<file path="src/rtl/fp16_pkg.sv">
// FP16 encoding constants and the drain FSM state type shared by the converter and drain block.
// No logic here; pure definitions.
package fp16_pkg;

   localparam int FP16_EXP_BIAS = 15;
   localparam int FP16_EXP_MAX  = 31;
   localparam int FP16_MANT_W   = 10;
   localparam logic [15:0] FP16_INF = 16'h7C00;

   typedef enum logic [1:0] {
      IDLE  = 2'd0,
      LOAD  = 2'd1,
      DRAIN = 2'd2
   } drain_state_e;

endpackage

</file>
<file path="src/rtl/fx_to_fp16.sv">
// Block fixed-point (signed acc scaled by 2^(exp-15-FRAC_BITS)) to FP16, purely combinational.
// Truncates toward zero, saturates to +/-Inf, flushes would-be subnormals to signed zero.
module fx_to_fp16
   import fp16_pkg::*;
#(
   parameter int ACC_WIDTH = 32,
   parameter int FRAC_BITS = 10
) (
   input  logic [ACC_WIDTH-1:0] acc,
   input  logic [4:0]           exp,
   output logic [15:0]          fp16
);

   localparam int PW = $clog2(ACC_WIDTH);
   localparam logic [PW-1:0] TOP = PW'(ACC_WIDTH - 1);
   localparam logic signed [15:0] E_MAX = 16'(FP16_EXP_MAX);

   logic                   sign;
   logic [ACC_WIDTH-1:0]   mag;
   logic [ACC_WIDTH-1:0]   norm;
   logic [PW-1:0]          lead;
   logic signed [15:0]     e_wide;
   logic [FP16_MANT_W-1:0] mant;

   // Negation in unsigned ACC_WIDTH bits keeps the most negative input correct.
   assign sign = acc[ACC_WIDTH-1];
   assign mag  = sign ? (~acc + ACC_WIDTH'(1)) : acc;

   always_comb begin
      lead = '0;
      for (int b = 0; b < ACC_WIDTH; b++) begin
         if (mag[b]) lead = b[PW-1:0];
      end
   end

   assign norm   = mag << (TOP - lead);
   assign mant   = FP16_MANT_W'(norm >> (ACC_WIDTH - 1 - FP16_MANT_W));
   assign e_wide = 16'(exp) + 16'(lead) - 16'(FRAC_BITS);

   always_comb begin
      if (mag == '0)
         fp16 = 16'h0000;
      else if (e_wide >= E_MAX)
         fp16 = {sign, FP16_INF[14:0]};
      else if (e_wide <= 16'sd0)
         fp16 = {sign, 15'h0000};
      else
         fp16 = {sign, e_wide[4:0], mant};
   end

endmodule

</file>
<file path="src/rtl/systolic_drain.sv">
// Snapshots an N*N tile on the rising edge of acc_done and streams FP16 results in PE order.
// First valid 2 cycles after capture, then one per cycle; output register holds under out_ready=0.
module systolic_drain
   import fp16_pkg::*;
#(
   parameter int ACC_WIDTH = 32,
   parameter int N         = 2,
   parameter int FRAC_BITS = 10,
   localparam int NE       = N * N,
   localparam int IDX_W    = (NE > 1) ? $clog2(NE) : 1
) (
   input  logic                    clk,
   input  logic                    rst,
   input  logic                    acc_done,
   input  logic [NE*ACC_WIDTH-1:0] acc_in,
   input  logic [NE*5-1:0]         exp_in,
   output logic                    out_valid,
   input  logic                    out_ready,
   output logic [15:0]             out_data,
   output logic [IDX_W-1:0]        out_idx,
   output logic                    out_last,
   output logic                    busy,
   output logic                    overrun
);

   localparam int CW = $clog2(NE + 1);

   drain_state_e                  state_d, state_q;
   logic [CW-1:0]                 cnt_d, cnt_q;
   logic                          acc_done_d, acc_done_q;
   logic [NE-1:0][ACC_WIDTH-1:0]  bank_acc_d, bank_acc_q;
   logic [NE-1:0][4:0]            bank_exp_d, bank_exp_q;
   logic                          out_valid_d, out_valid_q;
   logic [15:0]                   out_data_d, out_data_q;
   logic [IDX_W-1:0]              out_idx_d, out_idx_q;
   logic                          out_last_d, out_last_q;
   logic                          overrun_d, overrun_q;

   logic                          cap;
   logic                          hs;
   logic [IDX_W-1:0]              sel_idx;
   logic [15:0]                   conv_fp16;

   assign cap     = acc_done & ~acc_done_q;
   assign hs      = out_valid_q & out_ready;
   assign sel_idx = (cnt_q < CW'(NE)) ? cnt_q[IDX_W-1:0] : '0;

   fx_to_fp16 #(
      .ACC_WIDTH (ACC_WIDTH),
      .FRAC_BITS (FRAC_BITS)
   ) u_conv (
      .acc  (bank_acc_q[sel_idx]),
      .exp  (bank_exp_q[sel_idx]),
      .fp16 (conv_fp16)
   );

   always_comb begin
      state_d     = state_q;
      cnt_d       = cnt_q;
      acc_done_d  = acc_done;
      bank_acc_d  = bank_acc_q;
      bank_exp_d  = bank_exp_q;
      out_valid_d = out_valid_q;
      out_data_d  = out_data_q;
      out_idx_d   = out_idx_q;
      out_last_d  = out_last_q;
      overrun_d   = overrun_q;

      case (state_q)
         IDLE: begin
            if (cap) begin
               bank_acc_d = acc_in;
               bank_exp_d = exp_in;
               cnt_d      = '0;
               state_d    = LOAD;
            end
         end
         LOAD: begin
            out_data_d  = conv_fp16;
            out_idx_d   = '0;
            out_valid_d = 1'b1;
            out_last_d  = (NE == 1);
            cnt_d       = CW'(1);
            state_d     = DRAIN;
         end
         DRAIN: begin
            if (hs) begin
               if (out_last_q) begin
                  out_valid_d = 1'b0;
                  out_last_d  = 1'b0;
                  state_d     = IDLE;
               end else if (cnt_q < CW'(NE)) begin
                  out_data_d = conv_fp16;
                  out_idx_d  = sel_idx;
                  out_last_d = (cnt_q == CW'(NE - 1));
                  cnt_d      = cnt_q + CW'(1);
               end
            end
         end
         default: state_d = IDLE;
      endcase

      // A tile arriving before the current one has fully drained is dropped.
      if (cap && (state_q != IDLE)) overrun_d = 1'b1;
   end

   always_ff @(posedge clk) begin
      if (rst) begin
         state_q     <= IDLE;
         cnt_q       <= '0;
         acc_done_q  <= 1'b0;
         out_valid_q <= 1'b0;
         out_data_q  <= '0;
         out_idx_q   <= '0;
         out_last_q  <= 1'b0;
         overrun_q   <= 1'b0;
      end else begin
         state_q     <= state_d;
         cnt_q       <= cnt_d;
         acc_done_q  <= acc_done_d;
         out_valid_q <= out_valid_d;
         out_data_q  <= out_data_d;
         out_idx_q   <= out_idx_d;
         out_last_q  <= out_last_d;
         overrun_q   <= overrun_d;
      end
   end

   always_ff @(posedge clk) begin
      bank_acc_q <= bank_acc_d;
      bank_exp_q <= bank_exp_d;
   end

   assign out_valid = out_valid_q;
   assign out_data  = out_data_q;
   assign out_idx   = out_idx_q;
   assign out_last  = out_last_q;
   assign busy      = (state_q != IDLE);
   assign overrun   = overrun_q;

endmodule

</file>
<file path="config.mk">
export PLATFORM = sky130hd
export DESIGN_NAME = systolic_drain
export DESIGN_NICKNAME = d
export VERILOG_FILES = /design/src/rtl/fp16_pkg.sv /design/src/rtl/fx_to_fp16.sv /design/src/rtl/systolic_drain.sv
export SDC_FILE = /design/constraint.sdc
export NUM_CORES = 1
export LEC_CHECK = 0
export ABC_AREA = 0
export CORE_UTILIZATION = 54
export DETAILED_ROUTE_END_ITERATION = 16
export GPL_ROUTABILITY_DRIVEN = 0
export PLACE_DENSITY = 0.92
export SLEW_MARGIN = 20
export SYNTH_ARGS = -nofsm -noshare
export SYNTH_HDL_FRONTEND = slang
export SYNTH_SLANG_ARGS = --single-unit
</file>
<file path="constraint.sdc">
create_clock -name clk -period 9.75 [get_ports clk]
set_input_delay 1.4625 -clock clk [delete_from_list [all_inputs] [get_ports clk]]
set_output_delay 1.4625 -clock clk [all_outputs]
set_load 0.005 [all_outputs]
</file>
==> results of run 1 <==
logic make-up (layout without fill, tap and decap cells):
family	count (synthesis)	in the layout	synth area share, %
buffers and inverters	89	248	4.39
AOI/OAI and AO/OA	281	281	19.1
DFF	175	175	47.2
adders and majority gates	14	14	1.73
and+or+nand+nor	309	309	15.1
muxes	90	90	8.79
xor gates and xnor gates	41	41	3.75
cells in the final DEF (no fill, tap or decap), types with 13 or more instances in the layout:
cell type | Yosys | routed
nand2_1 | 88 | 88
o21ai_0 | 38 | 38
dfxtp_1 | 27 | 26
nand3_1 | 17 | 17
edfxtp_1 | 148 | 148
mux2_2 | 13 | 13
xor2_1 | 15 | 15
clkdlybuf4s50_1 | 0 | 173
mux2i_1 | 73 | 73
a21oi_1 | 49 | 49
nor2_1 | 75 | 74
ha_1 | 13 | 13
buf_4 | 10 | 16
inv_1 | 26 | 26
clkbuf_16 | 0 | 17
nor2b_1 | 21 | 20
nor3_1 | 28 | 28
xnor2_1 | 21 | 21
a211oi_1 | 26 | 26
a31oi_1 | 36 | 36
through the flow:
step / setup WS [ns] / total power [uW] / cell area, sq um / util [%]
final: 1.03 / 3150 / 13000 / 68.6
after global placement: 1.77 / 2390 / 12400 / 65.4
after global routing: 0.414 / 3290 / 13000 / 68.6
after floorplan: 1.39 / 2070 / 10600 / -
after detailed placement: 1.39 / 2430 / 12400 / 65.4
after CTS: 1.32 / 3100 / 13000 / 68.6
registers in the layout, summed over array words and instances (netlist names):
name / count
out_data: 16
out_last: 1
out_valid: 1
bank_acc_q: 128
out_idx: 2
state_q: 2
overrun: 1
cnt_q: 3
bank_exp_q: 20
acc_done_q: 1
power breakdown:
part	leakage, uW	total, uW	internal (uW)	switching (uW)
Clock	0.000284	675	345	330
Sequential	0.00161	1000	950	54.6
Combinational	0.00261	1470	577	889
metal layers:
metal  vias up  share of wire, %  track usage [%]
li1       4142                 -                -
met1      4274                39             38.0
met2       687                47             47.6
met3        77                11             5.53
met4         0               3.0             10.4
met5         -                 0                0
layout make-up:
class	instances	area, sq um
Clock buffer	17	425
Multi-Input combinational cell	735	5130
Timing Repair Buffer	189	1850
Sequential cell	175	4990
Fill cell	1341	5960
Clock inverter	15	171
Inverter	27	104
Tap cell	260	325
path summary, 6_finish.rpt:
kind / from / to / slack (ns) / depth (start not counted)
setup / recovery: cnt_q[0] / out_data[6] / 1.03 / 28
hold / removal: out_data[11] / out_data[11] / 0.46 / 2
setup reg to reg: cnt_q[0] / out_data[6] / 1.03 / 28
hold reg to reg: out_data[11] / out_data[11] / 0.46 / 2
cell usage after synthesis, types with 13 or more instances:
| library cell | count |
|---|---|
| clkbuf_1 | 18 |
| edfxtp_1 | 148 |
| nor3_1 | 28 |
| buf_2 | 18 |
| nor2_1 | 75 |
| nand2_1 | 88 |
| a31oi_1 | 36 |
| dfxtp_1 | 27 |
| mux2_2 | 13 |
| a21oi_1 | 49 |
| nor2b_1 | 21 |
| xor2_1 | 15 |
| a211oi_1 | 26 |
| inv_1 | 26 |
| nand3_1 | 17 |
| mux2i_1 | 73 |
| o21ai_0 | 38 |
| xnor2_1 | 21 |
| ha_1 | 13 |
worst reg2reg max path: cells and delay by family (launching register included):
kind	cells	cell delay [ns]
simple gates	7	2.25
xor+xnor	2	0.76
compound gates	12	3.09
flops	1	0.61
buf+inv	5	1.15
fa+ha+maj	2	0.80
==> impl_metrics.ini, run 1 <==
[grt]
grt-ovfl-total = 0
grt_pass1_vias = 8529
track_usage_pct = 28.9
grt_start_max_net_pins = 83
antenna_found_initial = 0
grt_pass1_wl_mm = 44.8

[power]
power_density_mw_per_mm2 = 242
max-vdd-ir-drop_mv = 0.162
power_leakage_uw = 0.00451

[clocking]
cts.sinks = 175
cts_buffer_depth = 2
numCtsBuffers = 17
clk_pin_slew_ns = 0.07
root_buffer = clkbuf_16
cts_hold_buf = 0
cts_resized = 0
clk_latency_ns = 0.44
htreeDepth = 4
cts_setup_buffers = 0
tritoncts = yes

[layout]
final_nets = 1311
diodes = 0
instances_no_fill = 1418
drive_above_1_share_pct = 8.72
area_growth_syn_to_layout_pct = 23.0

[floorplan]
die_y_um = 142
io_pins = 174
start_util_pct = 55.8
rows = 50
die_x_um = 142
core_area_sq_mm = 0.0190
die-area_sq_mm = 0.0201

[timing]
setup_viol = 0
maxSlewHeadroom_pct = 28.3
setup-tns-final_ns = 0
post-route-period-util_pct = 89.4
layout_min_cycle_time_ns = 8.72
rsz0062_at_grt = no
worst_slew_pin_slew_ns = 1.08
hold_viol_final = 0
maxSlewViolCount = 0
fmax_mhz = 115
skew_ns = 0.0116
hold-worst-slack_ns = 0.462

[drt]
vias_per_cell = 6.47
drcViolationCount = 0
routed_wl_mm = 28.9
drtIter0Drc = 1310
drtAntennaViolNets = 0
drtPass1Iterations = 5
wl_per_cell_um = 20.4
route.vias.total = 9180

[place]
port_buffers = 173
dp_hpwl_mm = 20.9
dp.cells = 1386

[synth]
syn_area_sq_mm = 0.0106
ys_warn_count = 0
synth.area.top_cells = edfxtp_1 42%, mux2i_1 6.9%, dfxtp_1 5.1%
yosys.area.top_type = edfxtp_1
seq_area_frac_synth_pct = 47.2
ys_ff_latch = 175
synth_edf_count = 148
syn_area_per_cell_sq_um = 10.6
netlist.area_leader.share_pct = 42.0
netlist-cell-type-count = 91
synthCells = 999
ys.flop_type = edfxtp_1
syn_nets = 1165
synthArstFlopShare_pct = 0

[critical_path]
cp_num_buf_inv = 5
cpMaxStageDelayCell = and4_1
arrival_ns = 9.09
path_common_cell = inv_1
cp-end-kind = flop
start_kind = flop
slowest_delay_ns = 0.74
cp_top_family = compound AO/OA/AOI/OAI gates
critPathRequiredTime_ns = 10.12
critical_path_class = reg -> reg
path_max_fanout = 58

[min_path]
hp-class = reg -> reg

[run]
maxCapViolations = 0

[run_status]
status = completed
(Power assumes the default switching activity.)
==> inputs of run 2 (changes only) <==
CELL_PAD_IN_SITES_DETAIL_PLACEMENT = 0   (was unset)
CELL_PAD_IN_SITES_GLOBAL_PLACEMENT = 1   (was unset)
CORE_UTILIZATION = 42   (was 54)
PLACE_DENSITY = 0.91   (was 0.92)
SYNTH_HIERARCHICAL = 1   (was unset)
==> run 2 against run 1 <==
Effect of this change: sequential share of layout area fell by 0.69 points; critical path depth is 1 lower; power grew 16%; cell area increased by 1.8%; worst setup slack improved by 0.42 ns; combinational power rose by 32%; count of clock-buffer cells in the layout grew 1; die area rose by 31%; register-to-register slack better by 0.42 ns; critical path type unchanged; largest cell class unchanged.
==> impl_metrics.ini, run 2 <==
[run_status]
status = completed

[timing]
skew_ns = 0.00960
rsz0062_at_grt = no
setup-tns-final_ns = 0
hold_viol_final = 0
maxSlewViolCount = 0
layout_min_cycle_time_ns = 8.30
post-route-period-util_pct = 85.1
setup_viol = 0
maxSlewHeadroom_pct = 36.0
worst_slew_pin_slew_ns = 0.955
fmax_mhz = 121

[layout]
area_growth_syn_to_layout_pct = 22.6
largest_register_ffs = 128
final_common_cell = clkdlybuf4s50_1
diodes = 0
final_cell_mix = 172 x clkdlybuf4s50_1, 148 x edfxtp_1, 125 x nand2_1, 52 x a31oi_1, 52 x nor2_1
final_nets = 1361
instances_no_fill = 1532
max_flop_register = bank_acc_q
drive_above_1_share_pct = 10.2

[critical_path]
ff2ff_setup_slack_ns = 1.45
start_kind = flop
arrival_ns = 8.66
critical_path_class = reg -> reg
critPathRequiredTime_ns = 10.11
slowest_delay_ns = 0.63
cp-end-kind = flop
cpMaxStageDelayCell = a21oi_2
path_max_fanout = 41

[clocking]
cts_setup_buffers = 0
clk_pin_slew_ns = 0.07
numCtsBuffers = 17
cts_hold_buf = 0
cts.sinks = 175
cts_buffer_depth = 2
root_buffer = clkbuf_16
cts_resized = 0
clk_latency_ns = 0.42
tritoncts = yes
htreeDepth = 4

[synth]
synthCells = 1057
synthArstFlopShare_pct = 0
synth_edf_count = 148
syn_area_sq_mm = 0.0108
seq_area_frac_synth_pct = 46.2
synthTopCellsByCount = 148 x edfxtp_1, 126 x nand2_1, 54 x a31oi_1, 53 x nor2_1, 50 x a211oi_1
netlist-cell-type-count = 111
yosys.area.top_type = edfxtp_1
syn_area_per_cell_sq_um = 10.2
ys_warn_count = 6
ys_ff_latch = 175
syn_nets = 1228
synth.area.top_cells = edfxtp_1 41%, dfxtp_1 5.0%, nand2_1 4.4%
netlist.area_leader.share_pct = 41.2
synth_most_common_cell = edfxtp_1
ys.flop_type = edfxtp_1

[power]
power_leakage_uw = 0.00456
max-vdd-ir-drop_mv = 0.130
power_density_mw_per_mm2 = 276

[place]
dp.cells = 1501
dp_hpwl_mm = 20.7
port_buffers = 173

[grt]
grt_pass1_wl_mm = 45.0
grt-ovfl-total = 0
grt_pass1_vias = 8642
track_usage_pct = 21.7
antenna_found_initial = 0
grt_start_max_net_pins = 79

[drt]
drtPass1Iterations = 5
route.vias.total = 8979
wl_per_cell_um = 18.5
vias_per_cell = 5.86
drtAntennaViolNets = 0
routed_wl_mm = 28.3
drtIter0Drc = 982
drcViolationCount = 0

[floorplan]
rows = 58
die_x_um = 162
start_util_pct = 42.9
die_y_um = 162
die-area_sq_mm = 0.0263
io_pins = 174
core_area_sq_mm = 0.0252

[run]
maxCapViolations = 0

[min_path]
hp-class = reg -> reg
run 2: changes by cell type after synthesis, sizes merged, moves of 8 or more:
| cell | before | now |
|---|---|---|
| mux2 | 17 | 8 |
| a2bb2oi | 11 | 2 |
| nor2b | 21 | 48 |
| a211oi | 27 | 51 |
| nor3 | 29 | 15 |
| nor2 | 76 | 54 |
| a221oi | 11 | 2 |
| clkbuf | 18 | 32 |
| a41oi | 10 | 0 |
| mux2i | 73 | 28 |
| nand2 | 89 | 139 |
| nor3b | 8 | 0 |
| a31oi | 36 | 54 |
run 2: per-layer routing:
metal | part of all wire, % | up-vias | global-route usage [%]
met2 | 47 | 407 | 34.4
li1 | - | 4254 | -
met4 | 2.2 | 0 | 7.55
met3 | 7.3 | 51 | 4.60
met5 | 0 | - | 0
met1 | 44 | 4267 | 29.2
run 2: cells by family (layout without fill, tap and decap cells):
group,count (synthesis),in the layout,share of synthesized area (%)
XOR/XNOR,44,44,4.02
AO/OA/AOI/OAI,311,311,21.2
buffers and inverters,107,252,5.11
adder cells (fa/ha/maj),19,19,2.27
multiplexers,37,37,3.64
flip-flops,175,175,46.2
AND/OR/NAND/NOR,364,364,17.5
run 2: power by group:
part / leakage, uW / internal, uW / switching, uW
clock: 0.000274 / 362 / 314
combinational: 0.00268 / 731 / 1210
sequential: 0.00161 / 991 / 49.9
run 2: through the flow:
| stage | area (sq um) | power, uW | hold WS (ns) | util [%] | worst slack, ns |
|---|---|---|---|---|---|
| after floorplan | 10800 | 2480 | 0.448 | - | 1.37 |
| after global placement | 12700 | 2930 | 0.447 | 50.2 | 1.95 |
| after detailed placement | 12700 | 2940 | 0.452 | 50.2 | 1.70 |
| after global routing | 13200 | 3870 | 0.481 | 52.5 | 0.808 |
| after CTS | 13200 | 3620 | 0.461 | 52.5 | 1.58 |
| final | 13200 | 3650 | 0.463 | 52.5 | 1.45 |
run 2: final timing paths:
check                             startpoint  cells after the start           end
worst min-delay path            out_data[10]                      2  out_data[10]
worst max-delay path                cnt_q[2]                     27   out_data[4]
worst min register to register  out_data[10]                      2  out_data[10]
worst max register to register      cnt_q[2]                     27   out_data[4]
run 2: final cells by class:
type                    count  area (sq um)
fillers                  2193         12000
multi-input cells         775          5290
flip-flops and latches    175          4990
repair buffers            188          1840
clock buffers              18           429
well taps                 330           413
clock inverters            13           149
inverters                  33           124
run 2: critical path, delay by kind of cell, from the launching register on:
kind | cells | cell delay (ns)
and+or+nand+nor | 9 | 2.22
DFF | 1 | 0.44
adders and majority gates | 2 | 0.66
AOI/OAI and AO/OA | 9 | 2.37
xor gates and xnor gates | 2 | 0.78
buffers and inverters | 5 | 1.72
==> inputs of run 3 (changes only) <==
CTS_CLUSTER_SIZE = 8   (was unset)
==> results of run 3 <==
No change in the layout: final DEF, timing and power equal those of run 2.
